$ cat src/rtl/cpu_defs.sv
// Shared constants and types for the PC sequencing block.
// Default address map, cause codes, FSM state encoding, fetch-address fault helper.
// No logic of its own; imported by npc_calc and pc_ctrl.
package cpu_defs;

   localparam logic [31:0] DEF_RESET_PC   = 32'h0000_3000;
   localparam logic [31:0] DEF_HANDLER_PC = 32'h0000_4180;
   localparam logic [31:0] DEF_IMEM_LO    = 32'h0000_3000;
   localparam logic [31:0] DEF_IMEM_HI    = 32'h0000_6FFC;

   // Address error on instruction fetch
   localparam logic [4:0]  EXC_ADEL       = 5'd4;

   typedef enum logic [1:0] {
      ST_RUN     = 2'd0,
      ST_HANDLER = 2'd1,
      ST_HALTED  = 2'd2
   } state_t;

   // A fetch address is bad if misaligned or outside the instruction memory window.
   function automatic logic addr_fault(input logic [31:0] a,
                                       input logic [31:0] lo,
                                       input logic [31:0] hi);
      return (a[1:0] != 2'b00) || (a < lo) || (a > hi);
   endfunction

endpackage

$ cat src/rtl/npc_calc.sv
// Next-PC arithmetic: +4, branch and jump targets, priority pick, fault flag of the pick.
// Purely combinational, zero latency.
// No backpressure; ports: pc/br_imm/j_index/jr_target in, pc_plus4/sel_target/sel_seq/sel_fault out.
module npc_calc
   import cpu_defs::*;
#(
   parameter logic [31:0] IMEM_LO = DEF_IMEM_LO,
   parameter logic [31:0] IMEM_HI = DEF_IMEM_HI
) (
   input  logic [31:0] pc,
   input  logic        br_take,
   input  logic [15:0] br_imm,
   input  logic        jump,
   input  logic [25:0] j_index,
   input  logic        jr,
   input  logic [31:0] jr_target,
   output logic [31:0] pc_plus4,
   output logic [31:0] sel_target,
   output logic        sel_seq,
   output logic        sel_fault
);

   logic [31:0] br_target;
   logic [31:0] j_target;

   // All sums wrap modulo 2^32; a wrapped result is caught by the range check.
   assign pc_plus4  = pc + 32'd4;
   assign br_target = pc_plus4 + {{14{br_imm[15]}}, br_imm, 2'b00};
   assign j_target  = {pc_plus4[31:28], j_index, 2'b00};

   always_comb begin
      sel_target = pc_plus4;
      sel_seq    = 1'b1;
      if (jr) begin
         sel_target = jr_target;
         sel_seq    = 1'b0;
      end else if (jump) begin
         sel_target = j_target;
         sel_seq    = 1'b0;
      end else if (br_take) begin
         sel_target = br_target;
         sel_seq    = 1'b0;
      end
   end

   assign sel_fault = addr_fault(sel_target, IMEM_LO, IMEM_HI);

endmodule

$ cat src/rtl/pc_ctrl.sv
// Program-counter sequencer: owns PC/EPC/cause and the RUN/HANDLER/HALTED FSM.
// Latency 1: the selected next PC appears on pc the cycle after the edge; pc_plus4 is combinational.
// stall holds all state and drops same-cycle jr/jump/branch; halt freezes until reset.
module pc_ctrl
   import cpu_defs::*;
#(
   parameter logic [31:0] RESET_PC   = DEF_RESET_PC,
   parameter logic [31:0] HANDLER_PC = DEF_HANDLER_PC,
   parameter logic [31:0] IMEM_LO    = DEF_IMEM_LO,
   parameter logic [31:0] IMEM_HI    = DEF_IMEM_HI
) (
   input  logic        clk,
   input  logic        reset,
   input  logic        stall,
   input  logic        br_take,
   input  logic [15:0] br_imm,
   input  logic        jump,
   input  logic [25:0] j_index,
   input  logic        jr,
   input  logic [31:0] jr_target,
   input  logic        exc_req,
   input  logic [4:0]  exc_code,
   input  logic        eret,
   input  logic        halt,
   output logic [31:0] pc,
   output logic [31:0] pc_plus4,
   output logic [31:0] epc,
   output logic [4:0]  cause,
   output logic        in_handler,
   output logic        halted,
   output logic        redirect
);

   state_t      state_q, state_d;
   logic [31:0] pc_q, pc_d;
   logic [31:0] epc_q, epc_d;
   logic [4:0]  cause_q, cause_d;
   logic        redirect_q, redirect_d;

   logic [31:0] sel_target;
   logic        sel_seq;
   logic        sel_fault;
   logic        pc_fault;

   npc_calc #(
      .IMEM_LO (IMEM_LO),
      .IMEM_HI (IMEM_HI)
   ) u_npc (
      .pc         (pc_q),
      .br_take    (br_take),
      .br_imm     (br_imm),
      .jump       (jump),
      .j_index    (j_index),
      .jr         (jr),
      .jr_target  (jr_target),
      .pc_plus4   (pc_plus4),
      .sel_target (sel_target),
      .sel_seq    (sel_seq),
      .sel_fault  (sel_fault)
   );

   // eret restores EPC without a check so the handler can return to whatever
   // was saved; the restored address is then checked as the fetch address on
   // the first RUN cycle, which re-enters the handler if it is bad.
   assign pc_fault = addr_fault(pc_q, IMEM_LO, IMEM_HI);

   always_comb begin
      state_d    = state_q;
      pc_d       = pc_q;
      epc_d      = epc_q;
      cause_d    = cause_q;
      redirect_d = 1'b0;

      case (state_q)
         ST_RUN: begin
            // eret is meaningless outside the handler and falls through.
            if (exc_req) begin
               epc_d      = pc_q;
               cause_d    = exc_code;
               pc_d       = HANDLER_PC;
               state_d    = ST_HANDLER;
               redirect_d = 1'b1;
            end else if (halt) begin
               state_d = ST_HALTED;
            end else if (stall) begin
               // hold everything
            end else if (pc_fault) begin
               epc_d      = pc_q;
               cause_d    = EXC_ADEL;
               pc_d       = HANDLER_PC;
               state_d    = ST_HANDLER;
               redirect_d = 1'b1;
            end else if (sel_fault) begin
               epc_d      = sel_target;
               cause_d    = EXC_ADEL;
               pc_d       = HANDLER_PC;
               state_d    = ST_HANDLER;
               redirect_d = 1'b1;
            end else begin
               pc_d       = sel_target;
               redirect_d = !sel_seq;
            end
         end

         ST_HANDLER: begin
            // No nested exceptions: exc_req is ignored here.
            if (eret) begin
               pc_d       = epc_q;
               state_d    = ST_RUN;
               redirect_d = 1'b1;
            end else if (halt) begin
               state_d = ST_HALTED;
            end else if (stall) begin
               // hold everything
            end else if (sel_fault) begin
               // A fault inside the handler is unrecoverable; keep pc for debug.
               cause_d = EXC_ADEL;
               state_d = ST_HALTED;
            end else begin
               pc_d       = sel_target;
               redirect_d = !sel_seq;
            end
         end

         ST_HALTED: begin
            // Only reset leaves this state.
         end

         default: begin
            state_d = ST_HALTED;
         end
      endcase
   end

   always_ff @(posedge clk) begin
      if (reset) begin
         state_q    <= ST_RUN;
         pc_q       <= RESET_PC;
         epc_q      <= 32'd0;
         cause_q    <= 5'd0;
         redirect_q <= 1'b0;
      end else begin
         state_q    <= state_d;
         pc_q       <= pc_d;
         epc_q      <= epc_d;
         cause_q    <= cause_d;
         redirect_q <= redirect_d;
      end
   end

   assign pc         = pc_q;
   assign epc        = epc_q;
   assign cause      = cause_q;
   assign redirect   = redirect_q;
   assign in_handler = (state_q == ST_HANDLER);
   assign halted     = (state_q == ST_HALTED);

endmodule

$ cat config.mk
export PLATFORM = sky130hd
export DESIGN_NAME = pc_ctrl
export DESIGN_NICKNAME = d
export VERILOG_FILES = /design/src/rtl/cpu_defs.sv /design/src/rtl/npc_calc.sv /design/src/rtl/pc_ctrl.sv
export SDC_FILE = /design/constraint.sdc
export NUM_CORES = 1
export LEC_CHECK = 0
export CORE_UTILIZATION = 30
export CTS_CLUSTER_DIAMETER = 80
export DETAILED_ROUTE_END_ITERATION = 16
export PLACE_DENSITY = 0.53
export SKIP_LAST_GASP = 1
export SYNTH_ARGS = -nofsm -noshare
export SYNTH_HDL_FRONTEND = slang
export SYNTH_SLANG_ARGS = --single-unit
$ cat constraint.sdc
create_clock -name clk -period 12 [get_ports clk]
set_input_delay 2.4 -clock clk [delete_from_list [all_inputs] [get_ports clk]]
set_output_delay 2.4 -clock clk [all_outputs]
set_load 0.005 [all_outputs]
==> out/qor.log <==
qor: status.outcome completed
qor: synth.netlist_area 7350 um2
qor: synth.synth_top_area_cell dfxtp_1
qor: die.fp-row-count 56
qor: sta.worstMarginPinSlew 1.04 ns
qor: synth.synth.ff_latch_count 72
qor: cells_and_area.final_cell_area 9650 um2
qor: synth.netlist_top_cells_area dfxtp_1 (20%), a21oi_1 (6.4%), nor2_1 (6.2%)
qor: worst_setup_path.rr_startpoint pc[8]
qor: sta.worst_clock_skew 0.00858 ns
qor: grt.grt_pass1_wl 49,800 um
qor: place.gpl.final_weighted_congestion 0.943
qor: synth.synth.lib_cells_used.distinct 79
qor: cts.tritoncts yes
qor: synth.dominantRegCellSynth dfxtp_1
qor: cts.worst_skew_pair.late_latency 0.34 ns
qor: sta.clock_period_minus_worst_slack 8.00 ns
qor: synth.yosysSeqAreaShare 19.6%
qor: worst_setup_path.critical_path.endpoint_type flip-flop
qor: place.dp_hpwl 25,200 um
qor: synth.number_of_enable_type_register_cells_in_the_synthesized_netlist 0
qor: route.via_per_inst 5.84
qor: worst_setup_path.critical_path.startpoint_type primary input
qor: synth.yosys_warnings 0
qor: cells_and_area.num-fill-cells 2,486
qor: die.core-area 23,800 um2
qor: route.detail_route.first_pass.iterations 5
qor: synth.synthesis.nets 1,142
qor: cells_and_area.syn_to_final_growth 31.4%
qor: worst_setup_path.regToRegSetupSlack 5.02 ns
qor: cts.clock_sink_count 72
qor: sta.setup_viol 0
qor: route.wl_per_cell 22.4 um
qor: route.routed-via-count 8,611
qor: worst_hold_path.worst_hold_class flip-flop to flip-flop
qor: grt.grt_util_all_layers 26.3%
qor: grt.use_met1 36.4%
qor: sta.timing.setup.tns 0 ns
qor: worst_hold_path.min-delay-start cause[0]
qor: route.routed_wirelength 33,100 um
qor: sta.report.final.slew_viol_count 0
qor: cts.clock_tree.buffer_depth 2
qor: cts.post_cts_buffers 0
qor: power.pwr_density_cell 101 nW/um2
qor: die.initial_core_util 30.9%
qor: die.die_footprint 25,100 um2
qor: worst_setup_path.reg2reg_depth 15
qor: cts.post_cts_resized 0
qor: run.timing.max_cap.violations 0
qor: place.post_dp_cell_area 9380 um2
qor: cts.numCtsBuffers 9
qor: worst_setup_path.critical_path_peak_fanout 23
qor: grt.globalRouteMet2Util 41.9%
qor: sta.worst_slew_margin_rel 30.4%
qor: grt.met3_usage 4.71%
qor: cts.clock_tree.htree_level_count 3
qor: cts.hold_buffers 0
qor: power.power.leakage 3.65 nW
qor: worst_setup_path.data_required_time_of_the_worst_path 12.26 ns
qor: worst_setup_path.critical_path.startpoint br_imm[15]
qor: grt.gr-max-usage-layer met2
qor: synth.synth_cells 1,019
qor: worst_setup_path.critical_path_class primary input to flip-flop
qor: cells_and_area.n_diodes 0
qor: worst_setup_path.critical_path.endpoint pc[12]
qor: sta.setup_repair_after_global_routing_missed_its_margin false
qor: cts.ctsRootBufferMaster clkbuf_16
qor: grt.first_global_vias 8,023
qor: sta.timing.final.crit_share 66.7%
qor: cts.cts.clk_slew.worst_paths 0.06 ns
qor: worst_setup_path.crit-reg2reg-capture pc[12]
qor: grt.maximum_number_of_pins_on_one_net_before_global_route_repair 57
qor: power.ir_drop 0.0534 mV
qor: place.port-buffer-count 191
qor: sta.highest_clock_frequency_the_design_can_meet 125 MHz
qor: sta.hold_viol 0
qor: synth.netlist.area_leader.share 19.6%
qor: cells_and_area.nets 1,275
qor: die.top_level_ports 192
qor: route.drc 0
qor: grt.grt-ovfl-total 0
qor: synth.async_reset_ff_share 0%
qor: route.postRouteAntennaNets 0
qor: grt.antenna_found_initial 0
qor: route.drt_first_iter_violations 618
qor: die.die-height 159 um
qor: synth.synth.avg_cell_area 7.21 um2
qor: cells_and_area.drive_above_1_share 5.71%
qor: die.fp.dieW 159 um
qor: worst_setup_path.cp.arrival 8.27 ns
[per-layer routing]
layer	wire, um	vias up	part of all wire (%)
met5	0	-	0
met4	702	0	2.1
met3	2650	34	8.0
met2	14900	404	45
met1	14800	4054	45
li1	-	4119	-
[per-stage QoR]
step,setup WS (ns),hold WS (ns),std cells,utilization [%],power (mW)
detailed placement,3.76,0.464,1460,39.5,0.728
floorplan,5.78,0.466,1019,-,0.537
finish,4.00,0.480,1475,40.6,0.979
global placement,3.80,0.457,1460,39.5,0.731
global route,3.73,0.501,1475,40.6,1.04
CTS,4.10,0.481,1475,40.6,0.980
[worst min-delay path by stage]
stage               end  slack, ns  cells past startpoint
2_1_floorplan  cause[0]       0.47                      1
3_3_place_gp   cause[0]       0.46                      1
3_5_place_dp   cause[3]       0.46                      1
4_1_cts        cause[3]       0.48                      1
5_1_grt        cause[3]       0.50                      1
6_report       cause[0]       0.48                      1
[flip-flops by register name (all words and copies together) (netlist names)]
name      flops
state_q       2
pc           32
cause         5
redirect      1
epc          32
[where the power goes]
part	internal (mW)	switching, mW
sequential	0.264	0.0371
clock	0.144	0.107
combinational	0.186	0.242
total	0.594	0.386
[worst max-delay path, stage by stage]
cell and delay (ns):
clkdlybuf4s50_1 0.90, ha_1 0.64, nand4_1 0.29, a2111oi_2 0.74, nor3_1 0.22, nand3_1 0.14
o211ai_1 0.23, or4_1 0.64, or4_1 0.69, o21a_1 0.60, nor2_4 0.53, mux2i_1 0.23
[Yosys cell counts (15+ instances only)]
cell	number
clkbuf_1	51
a21oi_1	94
inv_1	25
nand4_1	25
xnor2_1	20
ha_1	34
dfxtp_1	72
nor2_1	121
o21ai_0	37
nand3_1	28
nand2_1	82
nor4_1	17
nor3_1	23
xor2_1	15
o211ai_1	24
mux2i_1	29
o31ai_1	20
a211oi_1	38
o21a_1	16
[logic make-up (layout without fill, tap and decap cells)]
logic type               Yosys count  after routing  share of synthesized area [%]
adder cells (fa/ha/maj)           35             35                           6.06
multiplexers                      30             30                           4.10
AND/OR/NAND/NOR                  385            385                           25.8
flip-flops                        72             72                           19.6
XOR/XNOR                          35             35                           4.17
buffers and inverters            106            243                           6.30
AO/OA/AOI/OAI                    356            356                           33.9
[layout make-up]
class | count | area (um2) | share of cell area (%)
clock buffers | 10 | 239 | 2.48
clock inverters | 5 | 33.8 | 0.350
inverters | 26 | 97.6 | 1.01
multi-input cells | 841 | 5460 | 56.6
flip-flops and latches | 72 | 1440 | 14.9
well taps | 319 | 399 | 4.13
repair buffers | 202 | 1980 | 20.5
[layout by cell type (no fill, tap or decap), types with 25 or more instances in the layout]
cell type / instances
clkdlybuf4s50_1: 188
dfxtp_1: 72
nand2_1: 82
nor2_1: 121
nand3_1: 28
a211oi_1: 38
inv_1: 25
o21ai_0: 37
mux2i_1: 29
ha_1: 34
nand4_1: 25
a21oi_1: 94
No activity file was read; power rests on OpenSTA's default activity.
